`config.mk`:
```
export PLATFORM = sky130hd
export DESIGN_NAME = fetch_unit_flat
export DESIGN_NICKNAME = d
export VERILOG_FILES = /design/src/rtl/fetch_unit_if.sv /design/src/rtl/fetch_unit.sv /design/src/flat_wrapper.sv
export SDC_FILE = /design/constraint.sdc
export NUM_CORES = 1
export LEC_CHECK = 0
export BUFFER_PORTS_ARGS = -buffer_cell sky130_fd_sc_hd__buf_2
export CORE_ASPECT_RATIO = 1.1
export CORE_MARGIN = 2
export CORE_UTILIZATION = 54
export DETAILED_ROUTE_END_ITERATION = 6
export GPL_ROUTABILITY_DRIVEN = 0
export PLACE_DENSITY = 0.81
export SYNTH_ARGS = -nofsm -noshare
export SYNTH_HDL_FRONTEND = slang
export SYNTH_SLANG_ARGS = --single-unit
```
`constraint.sdc`:
```
create_clock -name clk -period 3.78 [get_ports clk]
set_input_delay 0.189 -clock clk [delete_from_list [all_inputs] [get_ports clk]]
set_output_delay 0.189 -clock clk [all_outputs]
set_load 0.02 [all_outputs]
```
`src/rtl/fetch_unit_if.sv`:
```
// Instruction-memory request/response bus between the fetch stage (master)
// and the instruction memory (slave).
interface fetch_unit_if;
  logic        imem_req_valid;
  logic [63:0] imem_req_addr;
  logic        imem_req_ready;
  logic        imem_resp_valid;
  logic [31:0] imem_resp_data;

  modport master (
    output imem_req_valid,
    output imem_req_addr,
    input  imem_req_ready,
    input  imem_resp_valid,
    input  imem_resp_data
  );

  modport slave (
    input  imem_req_valid,
    input  imem_req_addr,
    output imem_req_ready,
    output imem_resp_valid,
    output imem_resp_data
  );
endinterface

```
`src/rtl/fetch_unit.sv`:
```
// Instruction fetch stage: owns the PC, keeps one imem request in flight and
// fills the IF/ID register; handles branch redirects and decode stalls.
module fetch_unit #(
  parameter logic [63:0] RESET_PC  = 64'h0,
  parameter logic [31:0] NOP_INSTR = 32'h00000013
) (
  input  logic         clk,
  input  logic         reset,
  fetch_unit_if.master imem,
  input  logic         stall,
  input  logic         branch_taken,
  input  logic [63:0]  branch_pc,
  input  logic [63:0]  branch_imm,
  output logic         ifid_valid,
  output logic [63:0]  ifid_pc,
  output logic [31:0]  ifid_instr,
  output logic         fetch_misaligned
);

  typedef enum logic [1:0] {FETCH, WAIT, HOLD} state_t;

  state_t      state_q, state_d;
  logic [63:0] pc_q, pc_d;
  logic        kill_q, kill_d;
  logic        stale_q, stale_d;
  logic [31:0] hold_q, hold_d;
  logic        ifid_valid_q, ifid_valid_d;
  logic [63:0] ifid_pc_q, ifid_pc_d;
  logic [31:0] ifid_instr_q, ifid_instr_d;
  logic        mis_q, mis_d;

  logic [63:0] target_raw, target, pc_inc;
  logic        fresh_resp, load;
  logic [31:0] load_instr;
  logic        pending;

  assign imem.imem_req_valid = (state_q == FETCH) && !branch_taken;
  assign imem.imem_req_addr  = pc_q;

  assign ifid_valid       = ifid_valid_q;
  assign ifid_pc          = ifid_pc_q;
  assign ifid_instr       = ifid_instr_q;
  assign fetch_misaligned = mis_q;

  always_comb begin
    target_raw = branch_pc + (branch_imm << 1);
    target     = {target_raw[63:2], 2'b00};
    pc_inc     = pc_q + 64'd4;
    mis_d      = branch_taken && (target_raw[1:0] != 2'b00);

    state_d    = state_q;
    pc_d       = pc_q;
    kill_d     = kill_q;
    hold_d     = hold_q;
    load       = 1'b0;
    load_instr = imem.imem_resp_data;

    // A response owed to a pre-reset request is swallowed without touching state.
    fresh_resp = imem.imem_resp_valid && !stale_q;
    stale_d    = stale_q && !imem.imem_resp_valid;
    pending    = (state_q == WAIT) || stale_q ||
                 (imem.imem_req_valid && imem.imem_req_ready);

    case (state_q)
      FETCH: begin
        if (branch_taken)             pc_d = target;
        else if (imem.imem_req_ready) state_d = WAIT;
      end
      WAIT: begin
        if (branch_taken) begin
          pc_d = target;
          if (fresh_resp) begin
            kill_d  = 1'b0;
            state_d = FETCH;
          end else begin
            kill_d  = 1'b1;
          end
        end else if (fresh_resp) begin
          if (kill_q) begin
            kill_d  = 1'b0;
            state_d = FETCH;
          end else if (!stall) begin
            load    = 1'b1;
            pc_d    = pc_inc;
            state_d = FETCH;
          end else begin
            hold_d  = imem.imem_resp_data;
            state_d = HOLD;
          end
        end
      end
      HOLD: begin
        if (branch_taken) begin
          pc_d    = target;
          state_d = FETCH;
        end else if (!stall) begin
          load       = 1'b1;
          load_instr = hold_q;
          pc_d       = pc_inc;
          state_d    = FETCH;
        end
      end
      default: state_d = FETCH;
    endcase

    ifid_valid_d = ifid_valid_q;
    ifid_pc_d    = ifid_pc_q;
    ifid_instr_d = ifid_instr_q;
    if (branch_taken) begin
      ifid_valid_d = 1'b0;
      ifid_instr_d = NOP_INSTR;
    end else if (!stall) begin
      ifid_valid_d = load;
      if (load) begin
        ifid_pc_d    = pc_q;
        ifid_instr_d = load_instr;
      end
    end
  end

  always_ff @(posedge clk) begin
    if (reset) begin
      state_q      <= FETCH;
      pc_q         <= RESET_PC;
      kill_q       <= 1'b0;
      stale_q      <= pending && !imem.imem_resp_valid;
      hold_q       <= NOP_INSTR;
      ifid_valid_q <= 1'b0;
      ifid_pc_q    <= '0;
      ifid_instr_q <= NOP_INSTR;
      mis_q        <= 1'b0;
    end else begin
      state_q      <= state_d;
      pc_q         <= pc_d;
      kill_q       <= kill_d;
      stale_q      <= stale_d;
      hold_q       <= hold_d;
      ifid_valid_q <= ifid_valid_d;
      ifid_pc_q    <= ifid_pc_d;
      ifid_instr_q <= ifid_instr_d;
      mis_q        <= mis_d;
    end
  end

endmodule

```
`src/flat_wrapper.sv`:
```
// flat-port wrapper written by rule: the top's interface ports become plain ports
module fetch_unit_flat 
#(
  parameter logic [63:0] RESET_PC  = 64'h0,
  parameter logic [31:0] NOP_INSTR = 32'h00000013
)
  (clk, reset, stall, branch_taken, branch_pc, branch_imm, ifid_valid, ifid_pc, ifid_instr, fetch_misaligned, imem_imem_req_valid, imem_imem_req_addr, imem_imem_req_ready, imem_imem_resp_valid, imem_imem_resp_data);
  fetch_unit_if imem_i ();
  input  logic clk;
  input  logic reset;
  input  logic stall;
  input  logic branch_taken;
  input  logic [63:0] branch_pc;
  input  logic [63:0] branch_imm;
  output logic ifid_valid;
  output logic [63:0] ifid_pc;
  output logic [31:0] ifid_instr;
  output logic fetch_misaligned;
  output wire logic [$bits(imem_i.imem_req_valid)-1:0] imem_imem_req_valid;
  output wire logic [$bits(imem_i.imem_req_addr)-1:0] imem_imem_req_addr;
  input wire logic [$bits(imem_i.imem_req_ready)-1:0] imem_imem_req_ready;
  input wire logic [$bits(imem_i.imem_resp_valid)-1:0] imem_imem_resp_valid;
  input wire logic [$bits(imem_i.imem_resp_data)-1:0] imem_imem_resp_data;
  assign imem_imem_req_valid = imem_i.imem_req_valid;
  assign imem_imem_req_addr = imem_i.imem_req_addr;
  assign imem_i.imem_req_ready = imem_imem_req_ready;
  assign imem_i.imem_resp_valid = imem_imem_resp_valid;
  assign imem_i.imem_resp_data = imem_imem_resp_data;
  fetch_unit #(.RESET_PC(RESET_PC), .NOP_INSTR(NOP_INSTR)) u_core (.clk(clk), .reset(reset), .imem(imem_i), .stall(stall), .branch_taken(branch_taken), .branch_pc(branch_pc), .branch_imm(branch_imm), .ifid_valid(ifid_valid), .ifid_pc(ifid_pc), .ifid_instr(ifid_instr), .fetch_misaligned(fetch_misaligned));
endmodule
```
* Yosys cells after proc, flatten, opt, wreduce, memory -nomap -nowiden *
Cells that the tools add are included.

word-level totals
  input bits = 166
  bits in registers = 198
  logic and storage cells = 73
  output and inout bits = 163

operators by class
  reduce and logical (&&, ||, !) cells = 22
  equal/unequal tests = 9
  muxes and demuxes = 28
  add/sub/neg operators = 2
  bitwise logic cells = 3

operators with widths
  operator                 count
  $mux W64                 6
  $pmux W64 S3             1
  $add A64 B3 Y64 const B  1
  $add A64 B64 Y64         1
  $mux W32                 1
  $mux W2                  9
  $mux W1                  9
  $reduce_and A4 Y1        2
  $logic_and A1 B1 Y1      6
  $ne A2 B2 Y1 const B     3
  $ne A3 B3 Y1 const B     2
  $pmux W2 S3              1
  $reduce_and A5 Y1        1
  $reduce_and A2 Y1        2
  $reduce_bool A2 Y1       2
  $logic_not A1 Y1         3
  $ne A3 B2 Y1 const B     1
  $not A1 Y1               3
  $reduce_and A3 Y1        1
  $reduce_bool A3 Y1       1
  $eq A2 B1 Y1 const B     1
  $eq A2 B2 Y1 const B     1
  $logic_not A2 Y1         1
  $logic_or A1 B1 Y1       2
  other kinds (3)          3

* Logic depth before layout (Yosys ltp) *
Gate-level depths: netlist of run 1.

  depth after elaboration = 6
  gate-level depth with buffers = 13
  depth with buffers taken out = 13

* Worst setup path after synthesis of run 1 *
No wires, ideal clock.

  path kind = register -> register
  from = register u_core.pc_q[21], in the netlist u_core.imem.imem_req_addr[21]
  to = register u_core.pc_q[62], in the netlist u_core.imem.imem_req_addr[62]
  arrival = 2.640 ns
  library setup time = 0.117 ns
  data required time = 3.663 ns
  stages on the path, launching flop included = 11
  path slack = 1.023 ns
  period minus slack after synthesis = 2.757 ns
  path buffers = 0
  path through = dfxtp_1 -> nand4_1 -> nor4_2 -> nand4_2 -> or3_1 -> nor2_4 -> nand3_1 -> xnor2_1 -> a32oi_1 -> nor3_1 -> a22o_1

on the way
  cells in the longest elaborated chain, start to end = 6
  elaborated cells on any way between the ends = 7
  those cells by class = add/sub (1); mux (6)

RTL lines
  element                   line                                RTL
  start: declaration        fetch_unit.sv:23                    logic [63:0] pc_q, pc_d;
  start signal: assignment  fetch_unit.sv:134                   pc_q <= pc_d;
  $add A64 B3 Y64 (*)       fetch_unit.sv:48                    pc_inc = pc_q + 64'd4;
  $mux W64 (*)              fetch_unit.sv:82, fetch_unit.sv:96
  $mux W64                  fetch_unit.sv:79                    if (kill_q) begin
  $mux W64                  fetch_unit.sv:78                    end else if (fresh_resp) begin
  $mux W64                  fetch_unit.sv:70                    if (branch_taken) begin
  $pmux W64 S3 (*)          fetch_unit.sv:64                    case (state_q)

Mark *: on every way between the ends. The rest lies on a longest branch, timed or not. The select of a mux whose other input is x is not followed.
A chain may end at the register's enable or synchronous reset.

* Worst setup path after layout of run 1 *
  from = register u_core.pc_q[33], in the netlist u_core.imem.imem_req_addr[33]
  to = register u_core.pc_q[47], in the netlist u_core.imem.imem_req_addr[47]

The elaborated chain is that of the path after synthesis.

==> results of run 1 <==
-- layout make-up --
cell class	count	area, µm²
clock buffers	19	452.9
inverters	32	120.1
fillers	2059	7759
repair buffers	363	2007
multi-input cells	1372	8049
clock inverters	13	140.1
well taps	300	375.4
flip-flops and latches	194	3884
-- metal layers --
metal,up-vias,part of all wire [%],GRT usage [%]
met3,66,9.2,5.251
met2,685,45,49.26
met4,0,2.3,9.827
li1,6707,-,-
met1,6190,43,42.67
met5,-,0,0
-- stage by stage --
| step | setup slack, ps | utilization [%] |
|---|---|---|
| 2_1_floorplan | 1023 | - |
| 4_1_cts | 660.3 | 65.95 |
| 3_3_place_gp | 502.0 | 62.25 |
| 5_1_grt | 460.9 | 65.95 |
| 6_report | 587.4 | 65.95 |
| 3_5_place_dp | 352.4 | 62.25 |
-- Yosys cell counts, types with 4 or more instances --
cell / number
nand2_1: 303
a21oi_1: 255
dfxtp_1: 194
nor2_1: 128
o21ai_0: 105
clkbuf_1: 100
ha_1: 67
nor3_1: 52
a211oi_1: 48
nand3_1: 44
a21o_1: 33
mux2i_1: 33
nand4_1: 33
inv_1: 32
xor2_1: 25
xnor2_1: 24
a31oi_1: 17
and3_1: 17
o21bai_1: 17
nor2b_1: 14
nor4_1: 10
o211ai_1: 10
o22ai_1: 9
o31ai_1: 9
or3_1: 8
and2_1: 7
buf_1: 7
nand2b_1: 7
a2111oi_0: 6
and4_1: 5
o21a_1: 5
a41oi_1: 4
buf_4: 4
-- report_power, final --
part	leakage, µW	total (µW)	switching (µW)	internal (µW)
logic	0.00438	1770	1100	661
clock network	0.000287	1820	847	971
registers	0.00158	2430	250	2180
-- path summary, 6_finish.rpt --
kind	from	to	slack, ps	cells after the start
max	u_core.imem.imem_req_addr[33]	u_core.imem.imem_req_addr[47]	590	9
min	imem_imem_resp_data[22]	u_core.hold_q[22]	20	3
min reg2reg	u_core.ifid_pc[37]	u_core.ifid_pc[37]	450	2
max reg2reg	u_core.imem.imem_req_addr[33]	u_core.imem.imem_req_addr[47]	590	9
-- logic make-up after synthesis --
group | after synthesis | synth area share (%)
xor gates and xnor gates | 49 | 3.444
muxes | 35 | 2.861
and+or+nand+nor | 648 | 23.54
AOI/OAI and AO/OA | 568 | 27.52
buffers and inverters | 146 | 4.548
other | 1 | 0.03009
DFF | 194 | 31.16
adders and majority gates | 68 | 6.888
-- registers in the layout, indices dropped and copies added, names as in the netlist --
name                       count
u_core.ifid_valid              1
u_core.stale_q                 1
u_core.ifid_instr             32
u_core.imem.imem_req_addr     62
u_core.hold_q                 32
u_core.state_q                 2
u_core.fetch_misaligned        1
u_core.kill_q                  1
u_core.ifid_pc                62
-- what timing repair did --
item / 4_1_cts / 5_1_grt
endpoints found under the hold margin: 25 / 0
setup endpoints to repair: 0 / 0
resized for setup: 0 / 0
hold buffers: 25 / 0
-- critical path, stage by stage (launching register included) --
cell and delay (ps):
dfxtp_1 570, and4_1 350, nand2_1 90, or3_1 420
nor4_1 440, and3_1 350, nand3_1 120, a21oi_1 180
nor2_1 50, a2111oi_0 460
==> flow_metrics.py, run 1 <==
metrics = {
    "run_status": {
        "run_status": "finished clean",
    },
    "global_route": {
        "gr-total-overflow": 0,
        "first_global_vias": 12090,
        "initial_antenna_violation_count": 0,
        "global_route_wire_length_before_repair_um": 61420,
        "grt_max_degree": 103,
        "globalRouteTotalUtil_pct": 30.89,
    },
    "timing": {
        "max_clock_skew_ps": 10.74,
        "finalCriticalPeriod_ps": 3193,
        "final_max_slew_viol_count": 0,
        "slew_headroom_pct": 20.65,
        "setup_viol_count_final": 0,
        "fmaxAchievable_ghz": 0.3132,
        "crit_share_post_route_pct": 84.46,
        "tightest_slew_ps": 1187,
        "rsz_0062_raised_after_global_routing": "no",
        "totalNegativeSetupSlack_ps": 0,
        "whs_ps": 15.19,
        "timing.final.hold_violations": 0,
    },
    "detailed_routing": {
        "drt_pre_antenna_iters": 5,
        "route.antenna.remaining_nets": 0,
        "wirelength_um": 38940,
        "per_cell_routed_wire_length_um": 16.98,
        "post-route-drc-count": 0,
        "post_drt_via_cell_ratio": 5.952,
        "drtIter0Drc": 1117,
        "dr_total_vias": 13650,
    },
    "pwr": {
        "static_power_due_to_leakage_uw": 0.006245,
        "fin_total_pwr_uw": 6014,
        "power.ir.vdd_worst_mv": 0.3107,
        "power.density_nw_per_um2": 400.2,
    },
    "logic_synthesis": {
        "synth_seq_cells": 194,
        "synth_cells": 1709,
        "yosys_warnings": 0,
        "synth_area_per_cell_um2": 7.292,
        "most_area_consuming_cells_after_synthesis": "dfxtp_1 (31%), a21oi_1 (10%), nand2_1 (9.1%)",
        "postSynth.asyncResetShare_pct": 0,
        "synth_edf_count": 0,
        "distinct_cell_type_count_after_synthesis": 85,
        "yosys_most_used_dff": "dfxtp_1",
        "yosysSeqAreaShare_pct": 31.16,
        "synth_area_um2": 12460,
        "synth.largest_area_cell": "dfxtp_1",
        "synth_top_area_share_pct": 31.16,
    },
    "clock_tree": {
        "cts-htree-levels": 4,
        "cts-root-buf": "clkbuf_16",
        "buffer_count_from_post_cts_setup_fixing": 0,
        "tritoncts.num_buffers": 17,
        "clock_sinks": 194,
        "tritoncts": "done",
        "clkTransAtPathRegs_ps": 70,
        "cts_max_path_buffers": 2,
        "clock_insertion_delay_worst_skew_ps": 440,
    },
    "final_layout": {
        "ratio_of_cells_with_drive_above_1_in_the_final_layout_pct": 20.02,
        "area_growth_syn_to_layout_pct": 20.59,
        "insertedDiodeCount": 0,
        "postLayoutCellArea_um2": 15030,
        "layout.cells.most_common": "buf_2",
        "most-common-layout-cells": "buf_2 (322), nand2_1 (302), a21oi_1 (255), dfxtp_1 (194), nor2_1 (127)",
        "layout_net_count": 2214,
        "post_layout_nonfiller_instances": 2293,
    },
    "setup_path": {
        "timing_worst_setup_path_type": "reg2reg",
        "critPathArrivalTime_ps": 3470,
        "setup.worst_path.end_class": "register",
        "worst-path-max-fanout": 9,
        "critPathLaunchType": "register",
        "worst-endpoint-required_ps": 4060,
    },
    "die": {
        "fp.dieH_um": 163.3,
        "dieArea_um2": 24310,
        "boundaryPins": 329,
        "fp.coreArea_um2": 22790,
        "initial_utilization_pct": 54.69,
        "die-width_um": 148.8,
        "rows": 58,
    },
    "placed_design": {
        "port_buffers": 323,
        "placed_cell_areas_um2": 14180,
        "placed_cells_incl_taps": 2236,
        "detailedPlacementHpwl_um": 28980,
    },
    "min_path": {
        "min_path_type": "in2reg",
    },
    "job": {
        "max-cap-violations": 0,
    },
}
Power figures use the tool's default switching activity.
==> run 2, diff against run 1 <==
==> constraint.sdc (replaced) <==
create_clock -name clk -period 3.3 [get_ports clk]
set_input_delay 0.165 -clock clk [delete_from_list [all_inputs] [get_ports clk]]
set_output_delay 0.165 -clock clk [all_outputs]
set_load 0.02 [all_outputs]
==> run 2 against run 1 <==
  * The flow now finishes with violations (design-rule violations)
  * Setup slack lost 290 ps
  * Fmax grew 6.2%
  * Die area is the same
  * Final cell count grew 1.4%
  * Power grew 14%
  * Clock skew is essentially flat
  * Combinational power grew 19%
  * Sequential share of layout area shrank 0.35 points
  * Critical path depth grew 1
  * Clock-buffer cell count shrank 2
  * Critical path type unchanged
  * Largest power group unchanged
  * Highest routed layer unchanged
==> flow_metrics.py, run 2 (synthesized netlist as in run 1, its figures left out) <==
metrics = {
    "detailed_routing": {
        "routed.top_layer": "met4",
        "drtIter0Drc": 1084,
        "per_cell_routed_wire_length_um": 17.13,
        "met2RoutedLength_um": 17780,
        "route.antenna.remaining_nets": 0,
        "dr_total_vias": 13970,
        "wirelength_um": 39810,
        "met1Wirelength_um": 16460,
        "wl_met3_um": 4096,
        "post-route-drc-count": 1,
        "post_drt_via_cell_ratio": 6.012,
        "drt_pre_antenna_iters": 7,
    },
    "setup_path": {
        "reg2regPathDepth": 10,
        "timing.critical_path.depth": 10,
        "worst-path-max-fanout": 8,
        "worst-endpoint-required_ps": 3630,
        "timing.rr.end": "u_core.imem.imem_req_addr[62]",
        "critPathLaunchType": "register",
        "cp.buffers_inverters": 0,
        "worst_path_largest_cell_delay_ps": 530,
        "timing_worst_setup_path_type": "reg2reg",
        "crit_slowest_cell": "or3_1",
        "regToRegStartpoint": "u_core.imem.imem_req_addr[21]",
        "critPathArrivalTime_ps": 3340,
        "cp_top_family": "simple AND/OR/NAND/NOR gates",
        "critical_path.startpoint": "u_core.imem.imem_req_addr[21]",
        "setup_slack_of_the_most_critical_reg_to_reg_path_ps": 290,
        "worstPathCellList": "nand4_1 -> nor4_2 -> nand4_2 -> or3_1 -> nor2_4 -> nand3_1 -> xnor2_1 -> a32oi_1 -> nor3_1 -> a22o_1",
        "worstSetupEndpoint": "u_core.imem.imem_req_addr[62]",
        "setup.worst_path.end_class": "register",
    },
    "clock_tree": {
        "tritoncts": "done",
        "cts-root-buf": "clkbuf_16",
        "cts_max_path_buffers": 2,
        "clock_insertion_delay_worst_skew_ps": 440,
        "cts_resized": 0,
        "clkTransAtPathRegs_ps": 70,
        "clock_sinks": 194,
        "tritoncts.num_buffers": 17,
        "cts-htree-levels": 4,
    },
    "timing": {
        "fmaxAchievable_ghz": 0.3327,
        "timing.final.hold_violations": 0,
        "finalCriticalPeriod_ps": 3006,
        "final_max_slew_viol_count": 0,
        "totalNegativeSetupSlack_ps": 0,
        "slew_headroom_pct": 22.96,
        "max_clock_skew_ps": 10.52,
        "crit_share_post_route_pct": 91.09,
        "setup_viol_count_final": 0,
        "rsz_0062_raised_after_global_routing": "no",
        "tightest_slew_ps": 1153,
    },
    "placed_design": {
        "port_buffers": 323,
        "placed_cells_incl_taps": 2260,
        "detailedPlacementHpwl_um": 29630,
    },
    "pwr": {
        "power.density_nw_per_um2": 450.1,
        "static_power_due_to_leakage_uw": 0.006376,
        "power.ir.vdd_worst_mv": 0.3415,
    },
    "global_route": {
        "initial_antenna_violation_count": 0,
        "globalRouteTotalUtil_pct": 31.57,
        "global_route_wire_length_before_repair_um": 62630,
        "gr-total-overflow": 0,
        "grt_max_degree": 67,
        "first_global_vias": 12660,
    },
    "die": {
        "boundaryPins": 329,
        "rows": 58,
        "fp.coreArea_um2": 22790,
        "initial_utilization_pct": 54.69,
        "dieArea_um2": 24310,
        "die-width_um": 148.8,
        "fp.dieH_um": 163.3,
    },
    "run_status": {
        "run_status": "finished, violations left",
        "failed_checks": "design-rule violations",
    },
    "min_path": {
        "min_path_type": "in2reg",
    },
    "final_layout": {
        "post_layout_nonfiller_instances": 2324,
        "ratio_of_cells_with_drive_above_1_in_the_final_layout_pct": 20.90,
        "insertedDiodeCount": 0,
        "area_growth_syn_to_layout_pct": 22.26,
        "layout_net_count": 2245,
        "most-common-layout-cells": "buf_2 (322), nand2_1 (302), a21oi_1 (255), dfxtp_1 (194), nor2_1 (127)",
        "n_fill_cell": 2005,
        "area_taken_by_multi_input_logic_gates_um2": 8049,
        "layout.cells.most_common": "buf_2",
        "final-seq-area_um2": 3884,
    },
    "job": {
        "max-cap-violations": 0,
    },
}
## run 2: changes by cell type in the layout (fill, tap and decap cells not counted)
cell	previous run	this run
inv_8	3	7
dlygate4sd3_1	25	32
buf_12	2	1
inv_6	5	2
clkinvlp_4	2	3
clkinv_4	2	1
clkbuf_8	2	0
bufinv_16	1	0
buf_4	14	39
clkinv_2	0	2
## run 2: per-stage QoR
stage	worst slack (ps)	hold WS, ps	util, %	total power [µW]	area [µm²]
global placement	170.9	353.1	62.99	4785	14350
floorplan	543.4	237.4	-	4090	12470
detailed placement	79.62	365.7	62.99	4824	14350
CTS	356.2	4.856	66.86	6828	15240
finish	294.0	19.99	66.86	6858	15240
global route	77.02	8.172	66.86	7187	15240
## run 2: how the worst min path moves through the flow
| stage | from | to | slack [ps] | depth (start not counted) |
|---|---|---|---|---|
| CTS | imem_imem_resp_data[24] | u_core.hold_q[24] | 5 | 3 |
| finish | imem_imem_resp_data[24] | u_core.hold_q[24] | 20 | 3 |
| detailed placement | imem_imem_resp_valid | u_core.stale_q | 370 | 2 |
| global route | stall | u_core.ifid_valid | 8 | 3 |
| floorplan | imem_imem_resp_valid | u_core.stale_q | 240 | 1 |
| global placement | imem_imem_resp_valid | u_core.stale_q | 350 | 2 |
## run 2: layer usage
layer / track usage, % / vias to the layer above
li1: - / 6758
met1: 40.49 / 6335
met2: 50.13 / 768
met3: 7.961 / 111
met4: 14.29 / 0
met5: 0 / -
## run 2: final cells by class
| class | count | area share [%] |
|---|---|---|
| timing repair buffer | 394 | 14.73 |
| tap | 300 | 2.464 |
| sequential | 194 | 25.49 |
| multi-input combinational | 1372 | 52.83 |
| inverter | 32 | 0.7884 |
| clock buffer | 17 | 2.792 |
| clock inverter | 15 | 0.9033 |
## run 2: worst min-delay path, stage by stage
cell and delay, ps:
buf_2 110, nand2_1 60, a21oi_1 60
## run 2: what timing repair did
| item | CTS | global route |
|---|---|---|
| hold buffers | 32 | 0 |
| hold endpoints to repair | 32 | 0 |
| setup buffers | 0 | 0 |
| endpoints found under the setup margin | 0 | 0 |
## run 2: power by group
part | internal (µW) | leakage, µW | switching, µW | total [µW]
Combinational | 799 | 0.00452 | 1310 | 2110
Clock | 1000 | 0.000273 | 990 | 1990
Sequential | 2500 | 0.00158 | 258 | 2760
Total | 4300 | 0.00638 | 2560 | 6860
==> run 3, diff against run 2 <==
--- a/config.mk
+++ b/config.mk
@@ -5,13 +5,15 @@
 export SDC_FILE = /design/constraint.sdc
 export NUM_CORES = 1
 export LEC_CHECK = 0
-export BUFFER_PORTS_ARGS = -buffer_cell sky130_fd_sc_hd__buf_2
+export ABC_AREA = 1
 export CORE_ASPECT_RATIO = 1.1
 export CORE_MARGIN = 2
-export CORE_UTILIZATION = 54
+export CORE_UTILIZATION = 60
 export DETAILED_ROUTE_END_ITERATION = 6
+export DONT_BUFFER_PORTS = 1
 export GPL_ROUTABILITY_DRIVEN = 0
-export PLACE_DENSITY = 0.81
+export GPL_TIMING_DRIVEN = 0
+export PLACE_DENSITY = 0.76
 export SYNTH_ARGS = -nofsm -noshare
 export SYNTH_HDL_FRONTEND = slang
 export SYNTH_SLANG_ARGS = --single-unit
==> run 3 against run 2 <==
  * The run now ends clean
  * Sequential share of layout area decreased by 2.1 points
  * Final cell count grew 30%
  * Via count grew 28%
  * Die area grew 9.7%
  * Utilization decreased by 0.63 points
  * Final area increased by 9.2%
  * First-iteration DRC count up 98%
  * Highest routed layer unchanged
  * Power up 57%
  * Largest cell class unchanged
  * Combinational power is 100% higher
  * Fmax is 2.4% higher
  * Critical endpoint is now u_core.imem.imem_req_addr[63]
  * Critical path depth stayed put
==> flow_metrics.py, run 3 <==
metrics = {
    "logic_synthesis": {
        "yosys_most_used_dff": "dfxtp_1",
        "distinct_cell_type_count_after_synthesis": 45,
        "postSynth.asyncResetShare_pct": 0,
        "synth_cells": 2644,
        "yosysSeqAreaShare_pct": 25.50,
        "synth_seq_cells": 194,
        "synth_edf_count": 0,
        "synth_top_area_share_pct": 25.50,
        "synth_area_per_cell_um2": 5.761,
        "post-synth-top-count-cell": "nand2_1",
        "synth.largest_area_cell": "dfxtp_1",
        "synth_top_cells_by_count": "nand2_1 (787), inv_1 (412), nor2_1 (297), a21oi_1 (212), dfxtp_1 (194)",
        "most_area_consuming_cells_after_synthesis": "dfxtp_1 (25%), nand2_1 (19%), inv_1 (10%)",
        "yosys_warnings": 0,
        "synth_area_um2": 15230,
    },
    "timing": {
        "setup_viol_count_final": 0,
        "whs_ps": 62.21,
        "fmaxAchievable_ghz": 0.3407,
        "finalCriticalPeriod_ps": 2935,
        "totalNegativeSetupSlack_ps": 0,
        "rsz_0062_raised_after_global_routing": "no",
        "timing.final.hold_violations": 0,
        "final_max_slew_viol_count": 0,
        "tightest_slew_ps": 951.0,
        "slew_headroom_pct": 36.60,
        "post-route-worst-setup-slack_ps": 364.8,
        "crit_share_post_route_pct": 88.94,
        "max_clock_skew_ps": 14.81,
    },
    "clock_tree": {
        "cts_max_path_buffers": 2,
        "tritoncts": "done",
        "cts_resized": 0,
        "clkTransAtPathRegs_ps": 80,
        "cts-root-buf": "clkbuf_16",
        "tritoncts.num_buffers": 17,
        "clock_insertion_delay_worst_skew_ps": 440,
        "clock_sinks": 194,
        "cts-htree-levels": 4,
    },
    "global_route": {
        "initial_antenna_violation_count": 0,
        "first_global_vias": 16090,
        "global_route_wire_length_before_repair_um": 83920,
        "grt_max_degree": 21,
        "globalRouteTotalUtil_pct": 40.67,
        "gr-total-overflow": 0,
    },
    "pwr": {
        "share_comb_of_total_power_pct": 39.9,
        "switching_share_pct": 51.44,
        "netSwitchingPower_uw": 5529,
        "power.ir.vdd_worst_mv": 0.3697,
        "static_power_due_to_leakage_uw": 0.008078,
        "share_clk_of_total_power_pct": 20.6,
        "power.sequential.fraction_pct": 39.5,
        "p_int_uw": 5219,
        "power.density_nw_per_um2": 646.3,
    },
    "placed_design": {
        "detailedPlacementHpwl_um": 44630,
        "port_buffers": 0,
        "place_worst_setup_slack_ps": 604.1,
    },
    "die": {
        "fp.dieH_um": 171.1,
        "rows": 61,
        "initial_utilization_pct": 60.66,
        "dieArea_um2": 26680,
        "boundaryPins": 329,
        "die-width_um": 155.9,
        "fp.coreArea_um2": 25110,
    },
    "setup_path": {
        "setup_slack_of_the_most_critical_reg_to_reg_path_ps": 360,
        "timing_worst_setup_path_type": "reg2reg",
        "critPathArrivalTime_ps": 3240,
        "worst-path-max-fanout": 10,
        "setup.worst_path.end_class": "register",
        "timing.rr.end": "u_core.imem.imem_req_addr[63]",
        "worst-endpoint-required_ps": 3600,
        "reg2regPathDepth": 10,
        "regToRegStartpoint": "u_core.state_q[1]",
        "critPathLaunchType": "register",
    },
    "min_path": {
        "min_path_type": "in2reg",
        "holdPathStages": 4,
        "worstHoldEndpoint": "u_core.state_q[1]",
        "min-delay-start": "stall",
    },
    "detailed_routing": {
        "post-route-drc-count": 0,
        "post_drt_via_cell_ratio": 5.902,
        "dr_total_vias": 17880,
        "drtIter0Drc": 2141,
        "route.antenna.remaining_nets": 0,
        "wirelength_um": 56260,
        "drt_pre_antenna_iters": 7,
        "per_cell_routed_wire_length_um": 18.57,
    },
    "job": {
        "max-cap-violations": 0,
    },
    "run_status": {
        "run_status": "finished clean",
    },
    "final_layout": {
        "insertedDiodeCount": 0,
        "layout_net_count": 2936,
        "ratio_of_cells_with_drive_above_1_in_the_final_layout_pct": 3.867,
        "area_growth_syn_to_layout_pct": 9.184,
        "most-common-layout-cells": "nand2_1 (787), inv_1 (412), nor2_1 (297), a21oi_1 (212), dfxtp_1 (194)",
        "finish.utilization_pct": 66.23,
        "layout.cells.most_common": "nand2_1",
    },
}
run 3: worst max-delay path by stage:
stage | slack, ps | to | from | cells after the start
floorplan | 1420 | u_core.imem.imem_req_addr[59] | u_core.state_q[0] | 10
global placement | 630 | u_core.imem.imem_req_addr[63] | u_core.state_q[0] | 10
detailed placement | 600 | u_core.imem.imem_req_addr[63] | u_core.state_q[0] | 10
CTS | 570 | u_core.imem.imem_req_addr[63] | u_core.state_q[1] | 10
global route | 290 | u_core.imem.imem_req_addr[63] | u_core.state_q[1] | 10
finish | 360 | u_core.imem.imem_req_addr[63] | u_core.state_q[1] | 10
run 3: critical path: stages, from the launching register on:
cell and delay (ps):
dfxtp_1 400, inv_1 80, ha_1 290, inv_1 70
nor2_2 100, inv_1 130, clkbuf_1 550, clkbuf_1 540
nand3_1 280, nand2_1 270, a21oi_2 70
run 3: cell type report:
| type | instances | area (µm²) |
|---|---|---|
| buffer | 82 | 341.6 |
| tap | 315 | 394.1 |
| inverter | 424 | 1592 |
| multi-input combinational | 1947 | 9427 |
| clock buffer | 17 | 425.4 |
| sequential | 194 | 3884 |
| fill | 2469 | 8479 |
| clock inverter | 15 | 207.7 |
| timing repair buffer | 36 | 360.3 |
run 3: per-stage QoR:
stage,instance area [µm²],power [µW],cells
2_1_floorplan,15240,6651,2647
6_report,16630,10750,3030
4_1_cts,16630,10470,3030
5_1_grt,16630,11230,3030
3_3_place_gp,15640,8153,2962
3_5_place_dp,15640,8231,2962
run 3: per-layer routing:
metal | routed length [µm] | vias to the layer above | track usage, %
met5 | 0 | - | 0
met4 | 4647 | 0 | 30.63
met3 | 6222 | 307 | 9.828
met2 | 25170 | 1113 | 67.43
met1 | 20230 | 7902 | 45.21
li1 | - | 8560 | -
run 3: cell families (layout without fill, tap and decap cells):
group / Yosys count / in the layout / synth area share, %
AOI/OAI and AO/OA: 470 / 470 / 16.55
xor gates and xnor gates: 24 / 24 / 1.380
adders and majority gates: 68 / 68 / 5.635
buffers and inverters: 506 / 574 / 12.69
DFF: 194 / 194 / 25.50
other: 1 / 4 / 0.02462
and+or+nand+nor: 1381 / 1381 / 38.22
run 3: what timing repair did:
action / CTS / global route
setup buffers: 0 / 0
endpoints found under the hold margin: 64 / 0
hold buffers: 36 / 0
run 3: power groups by stage:
stage               Combinational, µW  Clock [µW]  Sequential, µW
global route                     4660        2300            4260
floorplan                        2840           0            3820
global placement                 3940           0            4210
detailed placement               4010           0            4230
CTS                              4080        2210            4170
finish                           4290        2220            4240
